File: config.mk
export PLATFORM = sky130hd
export DESIGN_NAME = ram_loader
export DESIGN_NICKNAME = d
export VERILOG_FILES = /design/src/rtl/ram_loader.sv
export SDC_FILE = /design/constraint.sdc
export NUM_CORES = 1
export LEC_CHECK = 0
export BUFFER_PORTS_ARGS = -buffer_cell sky130_fd_sc_hd__buf_2
export CAP_MARGIN = 10
export CORE_UTILIZATION = 26
export CTS_CLUSTER_SIZE = 8
export DETAILED_ROUTE_END_ITERATION = 8
export MAX_ROUTING_LAYER = met4
export PLACE_DENSITY_LB_ADDON = 0.08
export SLEW_MARGIN = 20
export SYNTH_ARGS = -nofsm -noshare
export SYNTH_HDL_FRONTEND = slang
export SYNTH_SLANG_ARGS = --single-unit
export TNS_END_PERCENT = 30
File: constraint.sdc
create_clock -name clk -period 2.1 [get_ports clk]
set_input_delay 0.42 -clock clk [delete_from_list [all_inputs] [get_ports clk]]
set_output_delay 0.42 -clock clk [all_outputs]
set_load 0.01 [all_outputs]
File: src/rtl/ram_loader.sv
// UART (8N1) byte receiver that pairs bytes big-endian into 16-bit words and
// writes them to consecutive RAM addresses, wrapping after DEPTH words.
module ram_loader #(
    parameter int CLKS_PER_BIT = 434,
    parameter int DEPTH        = 4096
) (
    input  logic        clk,
    input  logic        reset_n,
    input  logic        rx,
    input  logic        clear,
    output logic [15:0] ram_in,
    output logic [15:0] ram_address,
    output logic        ram_load,
    output logic        busy,
    output logic        frame_err
);

    localparam int          PW      = (DEPTH > 1) ? $clog2(DEPTH) : 1;
    localparam logic [15:0] HALF_M1 = 16'(CLKS_PER_BIT / 2 - 1);
    localparam logic [15:0] BIT_M1  = 16'(CLKS_PER_BIT - 1);
    localparam logic [PW-1:0] PTR_LAST = PW'(DEPTH - 1);

    typedef enum logic [1:0] {
        IDLE  = 2'd0,
        START = 2'd1,
        DATA  = 2'd2,
        STOP  = 2'd3
    } state_t;

    state_t        state;
    state_t        state_nx;
    logic          rx_meta;
    logic          rx_sync;
    logic [15:0]   cnt;
    logic [15:0]   cnt_nx;
    logic [2:0]    bit_cnt;
    logic [2:0]    bit_cnt_nx;
    logic [7:0]    shreg;
    logic [7:0]    shreg_nx;
    logic          byte_done;
    logic          byte_bad;
    logic          phase_lo;
    logic [7:0]    hi_byte;
    logic [PW-1:0] ptr;

    // Synchronizer idles high so a reset never looks like a start bit.
    always_ff @(posedge clk or negedge reset_n) begin
        if (!reset_n) begin
            rx_meta <= 1'b1;
            rx_sync <= 1'b1;
        end else begin
            rx_meta <= rx;
            rx_sync <= rx_meta;
        end
    end

    always_ff @(posedge clk or negedge reset_n) begin
        if (!reset_n) begin
            state   <= IDLE;
            cnt     <= '0;
            bit_cnt <= '0;
            shreg   <= '0;
        end else begin
            state   <= state_nx;
            cnt     <= cnt_nx;
            bit_cnt <= bit_cnt_nx;
            shreg   <= shreg_nx;
        end
    end

    always_comb begin
        state_nx   = state;
        cnt_nx     = cnt + 16'd1;
        bit_cnt_nx = bit_cnt;
        shreg_nx   = shreg;
        byte_done  = 1'b0;
        byte_bad   = 1'b0;
        case (state)
            IDLE: begin
                cnt_nx = '0;
                if (!rx_sync) begin
                    state_nx   = START;
                    bit_cnt_nx = '0;
                end
            end
            START: begin
                // Mid-start-bit check; a high line here was only a glitch.
                if (cnt == HALF_M1) begin
                    cnt_nx   = '0;
                    state_nx = rx_sync ? IDLE : DATA;
                end
            end
            DATA: begin
                if (cnt == BIT_M1) begin
                    cnt_nx     = '0;
                    shreg_nx   = {rx_sync, shreg[7:1]};
                    bit_cnt_nx = bit_cnt + 3'd1;
                    if (bit_cnt == 3'd7) begin
                        state_nx = STOP;
                    end
                end
            end
            STOP: begin
                if (cnt == BIT_M1) begin
                    cnt_nx   = '0;
                    state_nx = IDLE;
                    if (rx_sync) begin
                        byte_done = 1'b1;
                    end else begin
                        byte_bad = 1'b1;
                    end
                end
            end
            default: begin
                state_nx = IDLE;
            end
        endcase
    end

    assign busy = (state != IDLE);

    // Clear takes priority over any byte completing on the same edge.
    always_ff @(posedge clk or negedge reset_n) begin
        if (!reset_n) begin
            ptr       <= '0;
            phase_lo  <= 1'b0;
            hi_byte   <= '0;
            ram_in    <= '0;
            ram_load  <= 1'b0;
            frame_err <= 1'b0;
        end else if (clear) begin
            ptr       <= '0;
            phase_lo  <= 1'b0;
            ram_load  <= 1'b0;
            frame_err <= 1'b0;
        end else begin
            ram_load <= 1'b0;
            if (ram_load) begin
                ptr <= (ptr == PTR_LAST) ? '0 : ptr + 1'b1;
            end
            if (byte_bad) begin
                frame_err <= 1'b1;
                phase_lo  <= 1'b0;
            end else if (byte_done) begin
                if (!phase_lo) begin
                    hi_byte  <= shreg;
                    phase_lo <= 1'b1;
                end else begin
                    ram_in   <= {hi_byte, shreg};
                    ram_load <= 1'b1;
                    phase_lo <= 1'b0;
                end
            end
        end
    end

    always_comb begin
        ram_address         = '0;
        ram_address[PW-1:0] = ptr;
    end

endmodule
==> results.cfg, run 1 <==
[global_routing]
antenna_found_initial = 0
overflow = 0
grt_pass1_vias = 2190
grt_usage_pct = 12.2
grt_max_degree = 43
grt_pass1_wl_mm = 11.6

[worst_setup_path]
critPathKind = flop to flop
crit_fanout = 8
crit_path_start_kind = flop
r2r_slack_ns = 0.08
rr_endpoint = hi_byte[0]$_DFFE_PN0P_
end_kind = flop
reg2reg_from = cnt[12]$_DFF_PN0_
worstPathRequired_ns = 2.31
cp.arrival_ns = 2.23
r2r_cells = 5

[final_layout]
final_cell_mix = 67 x dfrtp_1, 33 x buf_2, 27 x nor2_1
fin_nets = 346
final_common_cell = dfrtp_1
fin_util_pct = 34.1
drive_gt1_share_pct = 34.7
final_cells = 508
antenna_cells = 0
syn2layout_area_growth_pct = 26.9

[sta]
final.period_utilization_pct = 96.3
fin_skew_ns = 0.00486
setup_slack_ns = 0.0770
slew_violations = 0
relSlewSlack_pct = 66.5
rsz0062_at_grt = true
worst_pin_slew_ns = 0.501
min_period_ns = 2.02
finalHoldViolations = 0
fmax_mhz = 494
setup_viol = 0
holdWs_ns = 0.0120

[die]
rows = 40
io-pin-count = 39
initial_core_util_pct = 26.9
die_h_um = 114
fp.dieArea_mm2 = 0.0129
die_x_um = 114
core_area_mm2 = 0.0121

[logic_synthesis]
synthesis.area_mm2 = 0.00324
avgSynthCellArea_um2 = 11.9
synth_warnings = 0
syn_inst = 273
ys_seq_elements = 70
ys_seq_area_share_pct = 54.1
synth.distinct_cells = 43

[placed_design]
gp_congestion = 0.681
preCtsSetupSlack_ns = 0.0409
dp_cells = 493
place.port_buffers = 34
dp_hpwl_mm = 4.62

[clock_tree]
cts.htree.levels = 3
cts_setup_buffers = 0
cts.sinks = 70
clk_latency_ns = 0.33
clock_path_buffers = 2
root_buffer = clkbuf_16
cts.reportedPaths.clkPinSlew_ns = 0.05
numCtsBuffers = 9
cts_tree = built

[detailed_routing]
num_vias = 2177
top_layer = met4
routed_wl_mm = 6.74
wl_per_cell_um = 13.3
routed_via_density = 4.29
wl_met3_um = 215
antenna_left = 0
wl_met1_mm = 3.21
first_pass_iters = 4
drc_errors = 0
initialDrtViolationCount = 105
dr_wl_met2_mm = 3.17

[min_path]
hold_path.class = input port to async pin

[run_status]
outcome = finished clean

[power]
p_leak_nw = 1.95
total_power_mw = 2.96
power.density_mw_per_mm2 = 719
ir_drop_mv = 0.284

[job]
max-cap-violations = 0
==> how the worst max path moves through the flow <==
stage,start,end,slack [ns],depth (start not counted)
global placement,cnt[12]$_DFF_PN0_,hi_byte[0]$_DFFE_PN0P_,0.04,5
finish,cnt[12]$_DFF_PN0_,hi_byte[0]$_DFFE_PN0P_,0.08,5
CTS,cnt[12]$_DFF_PN0_,ram_in[1]$_DFFE_PN0P_,0.02,6
detailed placement,cnt[12]$_DFF_PN0_,ram_in[8]$_DFFE_PN0P_,0.04,6
floorplan,cnt[2]$_DFF_PN0_,hi_byte[0]$_DFFE_PN0P_,0.01,5
global route,cnt[2]$_DFF_PN0_,ram_in[1]$_DFFE_PN0P_,-0.01,6
==> power by group <==
part           internal, mW  total, mW  switching [mW]  leakage, nW
clock                  1.01       1.56           0.548        0.151
combinational        0.0106     0.0491          0.0385        0.844
sequential             1.35       1.36         0.00267        0.955
total                  2.37       2.96           0.589         1.95
==> cell families after synthesis <==
group | share of synthesized area, %
adders and majority gates | 2.31
and+or+nand+nor | 17.3
buffers and inverters | 3.47
DFF | 54.1
other | 0.116
muxes | 12.7
xor gates and xnor gates | 5.94
AOI/OAI and AO/OA | 4.13
==> flip-flops by register name (all words and copies together) (netlist names), named ones only <==
| name | cells |
|---|---|
| rx_sync | 1 |
| frame_err | 1 |
| cnt | 16 |
| hi_byte | 8 |
| shreg | 8 |
| ram_in | 16 |
| phase_lo | 1 |
| state | 1 |
| rx_meta | 1 |
| ram_load | 1 |
| ptr | 12 |
| bit_cnt | 3 |
==> critical path: stages (launching register included) <==
cell and delay [ns]:
dfrtp_2 0.44, nor4_4 0.34, nand4_4 0.14, or4_1 0.50, buf_6 0.18, mux2_4 0.30
==> repair_timing <==
action / CTS / global route
hold buffers: 0 / 0
resized for setup: 0 / 4
setup endpoints to repair: 0 / 24
==> per-layer routing <==
| layer | vias to the layer above | GRT usage, % |
|---|---|---|
| li1 | 1084 | - |
| met1 | 1049 | 15.7 |
| met2 | 34 | 17.6 |
| met3 | 10 | 3.08 |
| met4 | 0 | 6.58 |
| met5 | - | - |
==> layout make-up <==
type | instances | area [µm²]
fillers | 1216 | 7950
flip-flops and latches | 70 | 1760
multi-input cells | 183 | 1390
repair buffers | 61 | 408
clock buffers | 12 | 267
well taps | 168 | 210
clock inverters | 3 | 42.5
inverters | 11 | 41.3
==> stage by stage <==
| stage | area, µm² | setup TNS, ns |
|---|---|---|
| floorplan | 3260 | 0 |
| global placement | 3790 | 0 |
| detailed placement | 3790 | 0 |
| CTS | 4100 | 0 |
| global route | 4120 | -0.0338 |
| finish | 4120 | 0 |
==> synthesized netlist by cell type, drive strengths merged <==
master | number | area, µm²
a21oi | 8 | 40.0
a41oi | 1 | 8.76
and3 | 2 | 12.5
and3b | 1 | 8.76
and4b | 1 | 10.0
and4bb | 1 | 12.5
buf | 7 | 52.6
clkbuf | 5 | 18.8
conb | 1 | 3.75
dfrtp | 68 | 1700
dfstp | 2 | 52.6
ha | 6 | 75.1
inv | 11 | 41.3
mux2 | 32 | 390
mux2i | 2 | 20.0
nand2 | 13 | 48.8
nand2b | 2 | 12.5
nand3 | 14 | 70.1
nand3b | 1 | 7.51
nand4 | 8 | 65.1
nor2 | 27 | 101
nor2b | 1 | 6.26
nor3 | 5 | 30.0
nor4 | 12 | 120
nor4bb | 1 | 10.0
o2111ai | 1 | 8.76
o211a | 1 | 10.0
o211ai | 1 | 7.51
o21ai | 5 | 25.0
o21bai | 1 | 7.51
o221ai | 1 | 8.76
o311ai | 1 | 8.76
o41ai | 1 | 8.76
or3 | 6 | 37.5
or4 | 1 | 7.51
xnor2 | 16 | 140
xor2 | 6 | 52.6
Note: power is estimated with default switching activity, not from simulation.
==> inputs of run 2 (changes only) <==
==> constraint.sdc (replaced) <==
create_clock -name clk -period 2 [get_ports clk]
set_input_delay 0.4 -clock clk [delete_from_list [all_inputs] [get_ports clk]]
set_output_delay 0.4 -clock clk [all_outputs]
set_load 0.01 [all_outputs]
==> run 2 against run 1 <==
  * The flow now finishes with violations (negative setup slack)
  * Largest power group unchanged
  * First-iteration DRC count down 12%
  * Critical path type unchanged
  * Hold slack improved by 0.15 ns
  * Sequential power grew 4%
  * Total power grew 10%
  * Count of clock-buffer cells in the layout down 2
  * Combinational power grew 18%
  * Maximum frequency rose by 0.40%
==> results.cfg, run 2 (same netlist as run 1, synthesis figures left out) <==
[worst_setup_path]
rr_endpoint = ram_in[10]$_DFFE_PN0P_
cp.arrival_ns = 2.24
reg2reg_from = cnt[15]$_DFF_PN0_
crit_fanout = 8
r2r_slack_ns = -0.02
cp-endpoint = ram_in[10]$_DFFE_PN0P_
critPathKind = flop to flop
crit_start = cnt[15]$_DFF_PN0_
crit_path_start_kind = flop
end_kind = flop
r2r_cells = 7
worstPathRequired_ns = 2.23

[die]
die_x_um = 114
initial_core_util_pct = 26.9
core_area_mm2 = 0.0121
die_h_um = 114
rows = 40
io-pin-count = 39
fp.dieArea_mm2 = 0.0129

[placed_design]
place.port_buffers = 34
gp_congestion = 0.694
placed_area_mm2 = 0.00386
preCtsSetupSlack_ns = -0.0746
dp_hpwl_mm = 4.88

[run_status]
outcome = finished, violations left
violations = negative setup slack

[detailed_routing]
initialDrtViolationCount = 92
antenna_left = 0
first_pass_iters = 4
num_vias = 2231
routed_via_density = 4.29
wl_per_cell_um = 13.4
routed_wl_mm = 6.95
drc_errors = 0

[sta]
final.period_utilization_pct = 101
holdWs_ns = 0.159
fmax_mhz = 496
relSlewSlack_pct = 64.7
min_period_ns = 2.02
setup_viol = 10
finalHoldViolations = 0
rsz0062_at_grt = true
setup_slack_ns = -0.0150
fin_skew_ns = 0.00711
slew_violations = 0
tns_ns = -0.0821
worst_pin_slew_ns = 0.529

[clock_tree]
cts.sinks = 70
cts.htree.levels = 3
cts_tree = built
numCtsBuffers = 9
cts.reportedPaths.clkPinSlew_ns = 0.06
root_buffer = clkbuf_16
clk_latency_ns = 0.34
clock_path_buffers = 2

[global_routing]
grt_pass1_wl_mm = 11.6
grt_usage_pct = 12.3
antenna_found_initial = 0
grt_max_degree = 33
grtUsageMet2_pct = 18.6
overflow = 0
use_met3_pct = 3.77
grt_pass1_vias = 2294
use_met1_pct = 14.7
grt_busiest_layer = met2

[final_layout]
antenna_cells = 0
final_common_cell = dfrtp_1
reg_top3 = cnt x16, ram_in x16, ptr x12
final_cell_area_mm2 = 0.00432
fin_nets = 357
drive_gt1_share_pct = 37.5
fin_util_pct = 35.9
syn2layout_area_growth_pct = 33.3
final_cell_mix = 67 x dfrtp_1, 33 x buf_2, 32 x buf_4

[min_path]
hold_path.class = input port to flop

[job]
max-cap-violations = 0

[power]
power.density_mw_per_mm2 = 753
p_leak_nw = 2.03
ir_drop_mv = 0.334
[run 2: cell types whose count changed in the layout (fill, tap and decap cells not counted), moves of 2 or more]
cell | previous run | this run
mux2_2 | 24 | 10
mux2_4 | 8 | 22
clkbuf_8 | 3 | 1
buf_4 | 24 | 32
inv_6 | 0 | 2
[run 2: critical path, cell delays in order, from the launching register on]
cell and delay, ns:
dfrtp_1 0.42, nor4_4 0.40, nand4_4 0.15, buf_6 0.16, nor4_4 0.12, buf_4 0.19
buf_12 0.14, mux2_2 0.33
[run 2: area by class of cell]
cell class              count  area (µm²)
clock buffers              10         239
well taps                 168         210
inverters                  11        41.3
fillers                  1208        7740
flip-flops and latches     70        1760
clock inverters             6        92.6
repair buffers             72         523
multi-input cells         183        1460
[run 2: worst min path at each step]
| stage | to | start | cells past startpoint |
|---|---|---|---|
| after floorplan | async pin | reset_n | 0 |
| after global placement | rx_sync$_DFF_PN1_ | rx_meta$_DFF_PN1_ | 0 |
| after detailed placement | rx_sync$_DFF_PN1_ | rx_meta$_DFF_PN1_ | 0 |
| after CTS | rx_meta$_DFF_PN1_ | rx | 1 |
| after global routing | rx_meta$_DFF_PN1_ | rx | 1 |
| final | rx_meta$_DFF_PN1_ | rx | 1 |
[run 2: per-layer routing]
metal / wire length [µm] / vias to the layer above / part of all wire (%)
li1: - / 1105 / -
met1: 3260 / 1081 / 47
met2: 3320 / 31 / 48
met3: 226 / 14 / 3.3
met4: 144 / 0 / 2.1
met5: 0 / - / 0
[run 2: power by group]
part / internal [mW] / total (mW) / leakage (nW) / switching, mW
clock network: 1.13 / 1.78 / 0.156 / 0.642
logic: 0.0149 / 0.0579 / 0.923 / 0.0429
registers: 1.42 / 1.42 / 0.955 / 0.00102
[run 2: stage by stage]
stage / power [mW] / std cells
CTS: 3.32 / 518
floorplan: 1.46 / 276
detailed placement: 1.51 / 501
global route: 3.38 / 520
global placement: 1.51 / 501
finish: 3.25 / 520
[run 2: repair_timing]
action,in CTS,in global routing
pin swaps,1,4
hold buffers,1,0
buffers inserted,0,1
endpoints found under the hold margin,26,0
setup endpoints to repair,24,40
gates cloned,0,1
gates resized for setup,5,16
